$ cat config.mk
export PLATFORM = sky130hd
export DESIGN_NAME = rastreador_setor
export DESIGN_NICKNAME = d
export VERILOG_FILES = /design/src/rtl/rastreador_setor.sv
export SDC_FILE = /design/constraint.sdc
export NUM_CORES = 1
export LEC_CHECK = 0
export BUFFER_PORTS_ARGS = -buffer_cell sky130_fd_sc_hd__buf_4
export CORE_MARGIN = 2
export CORE_UTILIZATION = 55
export CTS_CLUSTER_DIAMETER = 60
export CTS_CLUSTER_SIZE = 20
export DETAILED_ROUTE_END_ITERATION = 16
export GPL_TIMING_DRIVEN = 0
export PLACE_DENSITY = 0.77
export SLEW_MARGIN = 25
export SYNTH_ARGS = -nofsm -noshare
export SYNTH_HDL_FRONTEND = slang
export SYNTH_SLANG_ARGS = --single-unit
$ cat constraint.sdc
create_clock -name clock -period 6.3 [get_ports clock]
set_input_delay 0.945 -clock clock [delete_from_list [all_inputs] [get_ports clock]]
set_output_delay 0.945 -clock clock [all_outputs]
set_load 0.03 [all_outputs]
$ cat src/rtl/rastreador_setor.sv
`timescale 1ns/1ps
`default_nettype none
// ============================================================================
//  Module   : rastreador_setor
//  Purpose  : Turns the signed pendulum position (step/16) into a confirmed
//             sector index 0..NUM_SETORES-1, or code 7 when the pendulum is
//             outside the travel range.  A hysteresis band around the
//             committed sector and a dwell filter keep setor_atual steady
//             enough for scoring and the LED/UI logic.
//  Ports    : clock            - system clock
//             reset            - synchronous, active-high reset
//             current_position - signed pendulum position, step/16
//             setor_atual      - last committed in-range sector (held while
//                                the committed code is out of range)
//             setor_valido     - committed code is an in-range sector
//             fora_faixa       - committed code is "out of range" (7)
//             setor_mudou      - one-cycle pulse on a commit that changes
//                                the committed code
//  Revision : 1.0 - initial release
// ============================================================================
module rastreador_setor #(
    parameter int TOTAL_RANGE_STEPS16 = 3200,
    parameter int NUM_SETORES         = 5,
    parameter int HYST_STEPS16        = 32,
    parameter int DWELL_CYCLES        = 50000
) (
    input  logic        clock,
    input  logic        reset,
    input  logic [15:0] current_position,
    output logic [2:0]  setor_atual,
    output logic        setor_valido,
    output logic        fora_faixa,
    output logic        setor_mudou
);

    // Sector width in step/16; NUM_SETORES must divide the range for the
    // sectors to tile it exactly (any remainder is folded into the last one).
    localparam int             SETOR     = TOTAL_RANGE_STEPS16 / NUM_SETORES;
    localparam int             CNT_W     = $clog2(DWELL_CYCLES + 1);
    localparam logic [2:0]     CODE_FORA = 3'd7;
    localparam logic [CNT_W-1:0] CNT_LIMIT = CNT_W'(DWELL_CYCLES - 1);
    localparam logic [CNT_W-1:0] CNT_ONE   = CNT_W'(1);

    typedef enum logic [0:0] {
        ESTAVEL  = 1'b0,
        CONFIRMA = 1'b1
    } estado_t;

    // Edge constants are evaluated at elaboration time and narrowed to the
    // 17-bit signed domain, which comfortably holds k*S-H below zero and
    // (k+1)*S+H above the range for any 16-bit position.
    function automatic logic signed [16:0] edge17(input int value);
        return 17'(value);
    endfunction

    // ------------------------------------------------------------------
    // Stage 1: position register (no reset needed; it is plain data)
    // ------------------------------------------------------------------
    logic signed [15:0] pos_r;
    logic signed [16:0] pos_ext;

    always_ff @(posedge clock) begin
        pos_r <= current_position;
    end

    assign pos_ext = {pos_r[15], pos_r};

    // ------------------------------------------------------------------
    // Raw sector code: unrolled constant compares, no divider.  The loop
    // keeps the highest sector whose lower edge the position has passed.
    // ------------------------------------------------------------------
    logic [2:0] raw_code;

    always_comb begin
        raw_code = CODE_FORA;
        if ((pos_ext >= 17'sd0) && (pos_ext < edge17(TOTAL_RANGE_STEPS16))) begin
            raw_code = 3'd0;
            for (int k = 1; k < NUM_SETORES; k++) begin
                if (pos_ext >= edge17(k * SETOR)) begin
                    raw_code = 3'(k);
                end
            end
        end
    end

    // ------------------------------------------------------------------
    // Leaving detection relative to the committed code.  For an in-range
    // committed sector the window is widened by the hysteresis band on
    // both sides; for the out-of-range code any in-range raw code leaves.
    // ------------------------------------------------------------------
    logic [2:0] committed;
    logic       leaving;

    always_comb begin
        leaving = (raw_code != CODE_FORA);
        for (int k = 0; k < NUM_SETORES; k++) begin
            if (committed == 3'(k)) begin
                leaving = (pos_ext <  edge17(k * SETOR - HYST_STEPS16)) ||
                          (pos_ext >= edge17((k + 1) * SETOR + HYST_STEPS16));
            end
        end
    end

    // ------------------------------------------------------------------
    // Dwell FSM: state register
    // ------------------------------------------------------------------
    estado_t          state;
    estado_t          state_next;
    logic [2:0]       cand;
    logic [2:0]       cand_next;
    logic [CNT_W-1:0] cnt;
    logic [CNT_W-1:0] cnt_next;
    logic [2:0]       committed_next;
    logic [2:0]       atual_next;
    logic             valido_next;
    logic             fora_next;
    logic             mudou_next;
    logic             commit;

    always_ff @(posedge clock) begin
        if (reset) begin
            state        <= ESTAVEL;
            cand         <= CODE_FORA;
            cnt          <= '0;
            committed    <= CODE_FORA;
            setor_atual  <= 3'd0;
            setor_valido <= 1'b0;
            fora_faixa   <= 1'b0;
            setor_mudou  <= 1'b0;
        end else begin
            state        <= state_next;
            cand         <= cand_next;
            cnt          <= cnt_next;
            committed    <= committed_next;
            setor_atual  <= atual_next;
            setor_valido <= valido_next;
            fora_faixa   <= fora_next;
            setor_mudou  <= mudou_next;
        end
    end

    // ------------------------------------------------------------------
    // Dwell FSM: next state.  cnt holds how many consecutive cycles the
    // candidate has been seen; the DWELL_CYCLES-th matching cycle commits.
    // ------------------------------------------------------------------
    always_comb begin
        state_next = state;
        cand_next  = cand;
        cnt_next   = cnt;
        commit     = 1'b0;
        case (state)
            ESTAVEL: begin
                if (leaving) begin
                    cand_next  = raw_code;
                    cnt_next   = CNT_ONE;
                    state_next = CONFIRMA;
                end
            end
            CONFIRMA: begin
                if (raw_code == cand) begin
                    if (cnt == CNT_LIMIT) begin
                        commit     = 1'b1;
                        cnt_next   = '0;
                        state_next = ESTAVEL;
                    end else begin
                        cnt_next = cnt + CNT_ONE;
                    end
                end else if (leaving) begin
                    // Still outside the committed window but somewhere else:
                    // start confirming the new candidate from scratch.
                    cand_next = raw_code;
                    cnt_next  = CNT_ONE;
                end else begin
                    // Came back inside the committed window: drop candidate.
                    cnt_next   = '0;
                    state_next = ESTAVEL;
                end
            end
            default: begin
                cnt_next   = '0;
                state_next = ESTAVEL;
            end
        endcase
    end

    // ------------------------------------------------------------------
    // Commit path: all outputs are registered and move on the same edge.
    // setor_atual keeps the last in-range sector when code 7 is committed.
    // ------------------------------------------------------------------
    always_comb begin
        committed_next = committed;
        atual_next     = setor_atual;
        valido_next    = setor_valido;
        fora_next      = fora_faixa;
        mudou_next     = 1'b0;
        if (commit) begin
            committed_next = cand;
            valido_next    = (cand != CODE_FORA);
            fora_next      = (cand == CODE_FORA);
            mudou_next     = (cand != committed);
            if (cand != CODE_FORA) begin
                atual_next = cand;
            end
        end
    end

endmodule
`default_nettype wire

[Word level (Yosys, flattened, before mapping)]
Index checks and enable logic that the tools add are counted.
Cells by class
  add/sub/neg operators: 1
  multiplexer cells: 25
  equality and inequality tests: 12
  $lt $le $gt $ge: 16
  reduce and logical (&&, ||, !) cells: 9
  bitwise gates (word level): 2
Operator list (number)
  greater-or-equal comparator 16 x 12 -> 1 bit, second input constant: 4
  greater-or-equal comparator 16 x 13 -> 1 bit, second input constant: 3
  two-way mux 16 bit: 3
  greater-or-equal comparator 16 x 11 -> 1 bit, second input constant: 2
  less-than comparator 16 x 12 -> 1 bit, second input constant: 2
  less-than comparator 16 x 13 -> 1 bit, second input constant: 2
  case mux 16 bit (2 select lines): 1
  two-way mux 3 bit: 6
  adder 16 x 1 -> 16 bit, second input constant: 1
  equality test 16 bit, second input constant: 1
  greater-or-equal comparator 16 x 1 -> 1 bit, second input constant: 1
  less-than comparator 16 x 11 -> 1 bit, second input constant: 1
  less-than comparator 16 x 6 -> 1 bit, second input constant: 1
  two-way mux 1 bit: 13
  equality test 3 x 2 -> 1 bit, second input constant: 2
  equality test 3 bit, second input constant: 2
  != test 3 bit, second input constant: 2
  case mux 3 bit (2 select lines): 1
  logical OR 1 bit: 5
  != test 2 bit, second input constant: 2
  equality test 3 x 1 -> 1 bit, second input constant: 1
  equality test 3 bit: 1
  logical NOT 3 bit: 1
  != test 3 bit: 1
  other kinds (5): 6
Storage, ports and cells
  logic and storage cells: 74
  input port bits: 18
  bits in registers: 45

[Logic depth before layout (Yosys ltp)]
  depth in word-level cells: 15
  mapped depth: 9

[Worst setup path after synthesis]
OpenSTA, ideal clock, no wires.
  path kind: register to register
  from: register pos_r[15]
  to: register cnt[11]
  data required time: 6.228 ns
  stages on the path, launching flop included: 10
  arrival: 2.302 ns
  setup slack: 3.927 ns
  library setup time: 0.072 ns
  path buffers: 2
  path through: dfxtp_1 -> or4_1 -> buf_2 -> nor2_1 -> a31oi_1 -> o41a_1 -> a211oi_4 -> buf_6 -> a31oi_1 -> mux2i_1
Between the ends
  longest elaborated chain between the ends: 13
  elaborated cells on any way between the ends: 37
  those cells by class: 16 x order compare; 3 x eq/ne; 12 x mux; 6 x reduce/logical
Ends and longest elaborated chain
  from (decl): RTL line 59  | logic signed [15:0] pos_r;
  from (signal assigned): RTL line 63  | pos_r <= current_position;
  greater-or-equal comparator 16 x 11 -> 1 bit: RTL line 79  | if (pos_ext >= edge17(k * SETOR)) begin
  two-way mux 1 bit: RTL line 79
  two-way mux 3 bit (3 in a row): RTL line 79
  two-way mux 3 bit: RTL line 76  | if ((pos_ext >= 17'sd0) && (pos_ext < edge17(TOTAL_RANGE_STEPS16))) begin
  != test 3 bit: RTL line 95  | leaving = (raw_code != CODE_FORA);
  two-way mux 1 bit (5 in a row): RTL line 97  | if (committed == 3'(k)) begin
  != test 2 bit (no source line)
  to (signal assigned): RTL line 133  | cnt <= cnt_next;
  to (decl): RTL line 111  | logic [CNT_W-1:0] cnt;
Parallel ways exist; a longest one is shown, timed or not.
A chain may end at the register's enable or synchronous reset.

[Worst setup path after layout]
  from: register pos_r[14]
  to: register cnt[13]
The elaborated chain is that of the path after synthesis.

==> results.yml <==
run_status:
  status: "finished, final reports clean"
worst_setup_path:
  crit_chain: "nor4_1 > a211oi_1 > nor3_1 > o221ai_1 > nor4_2 > buf_2 > nand4_1 > o311ai_1"
  crit_path_start: "pos_r[14]"
  cp-end-kind: "flop"
  path_max_fanout: 10
  start_kind: "flop"
  cpMaxStageDelayCell: "nor4_2"
  max_stage_delay_ns: 0.70
  rr_worst_depth: 8
  critPathCapture: "cnt[13]"
  r2r-start: "pos_r[14]"
  r2r_slack_ns: 3.33
  worstPathArrival_ns: 3.18
  r2r-end: "cnt[13]"
  worstPathRequired_ns: 6.51
  worst-setup-path-type: "reg2reg"
floorplan:
  coreArea_mm2: 0.003661
  die_w_um: 65.82
  die_h_um: 65.82
  die_area_mm2: 0.004332
  start_util: 0.5742
  rows: 22
  pin_count: 24
logic_synthesis:
  seq_area_frac_synth: 0.3810
  ys_types: 53
  synth_edf_count: 0
  async_flop_share: 0
  netlist.top_cell.by_area: "dfxtp_1"
  synth_fp_nets: 272
  synthCells: 253
  synth_top_area_frac: 0.3810
  synthFlopType: "dfxtp_1"
  ys_top_cells_by_area: "dfxtp_1 (38%), nand3_1 (4.5%), nand2_1 (4.5%)"
  ys_ff_latch: 40
  syn-cell-area_mm2: 0.002102
  yosys_warnings: 0
  syn_area_per_cell_um2: 8.308
cells_and_area:
  fillCellCount: 336
  area_growth_pct: 13.10
  diodes: 0
  register_area_um2: 800.8
  drive_above_1_share: 0.1295
  nets: 296
  multi_input_area_mm2: 0.001192
  post-route-cell-area_mm2: 0.002377
clocking:
  tritoncts: "built"
  cts.clk_slew.worst_paths_ns: 0.08
  ctsResizeCount: 0
  post-cts-setup-buffer-count: 0
  hold_buffers: 0
  cts-root-buf: "clkbuf_8"
  clockBufferDepth: 2
  cts-htree-levels: 2
  cts_inserted_buffers: 5
  clk_latency_ns: 0.31
  cts_sinks: 40
power_and_ir_drop:
  p_leak_nw: 0.8774
  peakVddDrop_mv: 0.1763
  powerDensity_mw_per_mm2: 198.9
sta:
  rsz0062_at_grt: "no"
  final-setup-viol-count: 0
  hold_violations: 0
  worst_slack_ns: 3.329
  setup-tns-final_ns: 0
  fmax_mhz: 336.6
  whs_ns: 0.5070
  relSlewSlack: 0.4714
  worst_pin_slew_ns: 0.7864
  finalClockSkew_ns: 0.01046
  slew_viol_final: 0
  min_period_ns: 2.971
  min_period_over_period: 0.4716
min_path:
  hp-class: "reg2reg"
detailed_routing:
  num_vias: 1994
  via_per_inst: 6.117
  final_antenna_net_count: 0
  dr.first_iter.drc_count: 126
  wl_per_cell_um: 14.29
  firstDrtPassIters: 4
  totalWireLength_mm: 4.658
  route.detailed.drc: 0
flow_run:
  max_cap_violations: 0
placed_design:
  io_buffers: 17
  gp_congestion: 0.9144
  place_area_mm2: 0.002290
  dp_hpwl_mm: 3.383
  pre_cts_slack_ns: 3.396
global_routing:
  grt_overflow: 0
  grt_max_degree: 14
  grt_pass1_vias: 1792
  grt_pass1_wl_mm: 7.769
  antenna_found_initial: 0
  grt_util_all_layers: 0.2329
-- cell usage in the layout (no fill, tap or decap), types with 5 or more instances in the layout --
| cell | netlist | final |
|---|---|---|
| a211oi_1 | 6 | 6 |
| a21oi_1 | 11 | 11 |
| a31oi_1 | 6 | 6 |
| buf_2 | 6 | 6 |
| buf_4 | 0 | 17 |
| clkbuf_1 | 12 | 12 |
| clkbuf_8 | 0 | 5 |
| dfxtp_1 | 40 | 40 |
| inv_1 | 5 | 5 |
| mux2i_1 | 9 | 9 |
| nand2_1 | 25 | 25 |
| nand3_1 | 19 | 19 |
| nand4_1 | 6 | 6 |
| nor2_1 | 16 | 16 |
| nor3_1 | 9 | 9 |
| nor4_1 | 6 | 6 |
| o21ai_0 | 14 | 14 |
| xor2_1 | 6 | 6 |
-- cell families (layout without fill, tap and decap cells) --
kind of cell	count (synthesis)	after routing	share of synthesized area
mux	9	9	0.04286
compound gates	67	67	0.2274
buf+inv	25	50	0.05178
flops	40	40	0.3810
fa+ha+maj	1	1	0.005951
xor+xnor	7	7	0.02917
simple gates	104	104	0.2619
-- critical path, delay by kind of cell, from the launching register on --
| kind | cells | cell delay [ns] |
|---|---|---|
| simple gates | 4 | 1.67 |
| compound gates | 3 | 0.51 |
| buf+inv | 1 | 0.36 |
| flops | 1 | 0.35 |
-- power breakdown --
part	internal, mW	switching, mW
Clock	0.0772	0.0950
Sequential	0.257	0.00459
Combinational	0.0160	0.0229
Total	0.350	0.122
-- worst min path at each step --
stage	start	to	slack [ns]	depth (start not counted)
3_3_place_gp	cnt[15]	cnt[15]	0.48	2
6_report	setor_valido	setor_valido	0.51	2
4_1_cts	setor_valido	setor_valido	0.51	2
5_1_grt	cnt[9]	cnt[9]	0.53	1
3_5_place_dp	fora_faixa	fora_faixa	0.49	2
2_1_floorplan	cnt[15]	cnt[15]	0.46	2
-- per-layer routing --
metal,share of wire,vias to the layer above,GRT usage
met5,0,-,0
met4,0.013,0,0.08333
met3,0.050,7,0.05963
met2,0.49,52,0.4192
met1,0.44,933,0.2634
li1,-,1002,-
-- per-stage QoR --
stage	power, mW	std cells	utilization
CTS	0.4767	326	0.6494
detailed placement	0.3064	318	0.6254
global route	0.4916	326	0.6494
global placement	0.3056	318	0.6254
finish	0.4729	326	0.6494
floorplan	0.2933	253	-
-- layout make-up --
class,instances,area share
buffer,19,0.03632
clock buffer,5,0.02895
clock inverter,3,0.007895
inverter,6,0.009474
multi-input combinational,188,0.5016
sequential,40,0.3368
tap,48,0.02526
timing repair buffer,17,0.05368
-- synth_stat cells (all sizes together) (2+ instances only) --
master and instances:
a211oi 7, a21oi 11, a22o 2, a31oi 6
a41oi 2, and2 2, and3 3, buf 7
clkbuf 12, dfxtp 40, inv 5, mux2i 9
nand2 25, nand2b 2, nand3 19, nand4 6
nand4b 2, nor2 16, nor3 10, nor3b 3
nor4 8, nor4b 2, o2111ai 2, o21a 4
o21ai 14, o21bai 2, o2bb2ai 2, o311ai 3
o41a 2, or4 2, xor2 6
-- flip-flops by register name, indices dropped and copies added (netlist names) --
name and count:
state 1, cnt 16, committed 3, cand 3, fora_faixa 1, setor_mudou 1
setor_valido 1, setor_atual 3, pos_r 11
(Power assumes the default switching activity.)
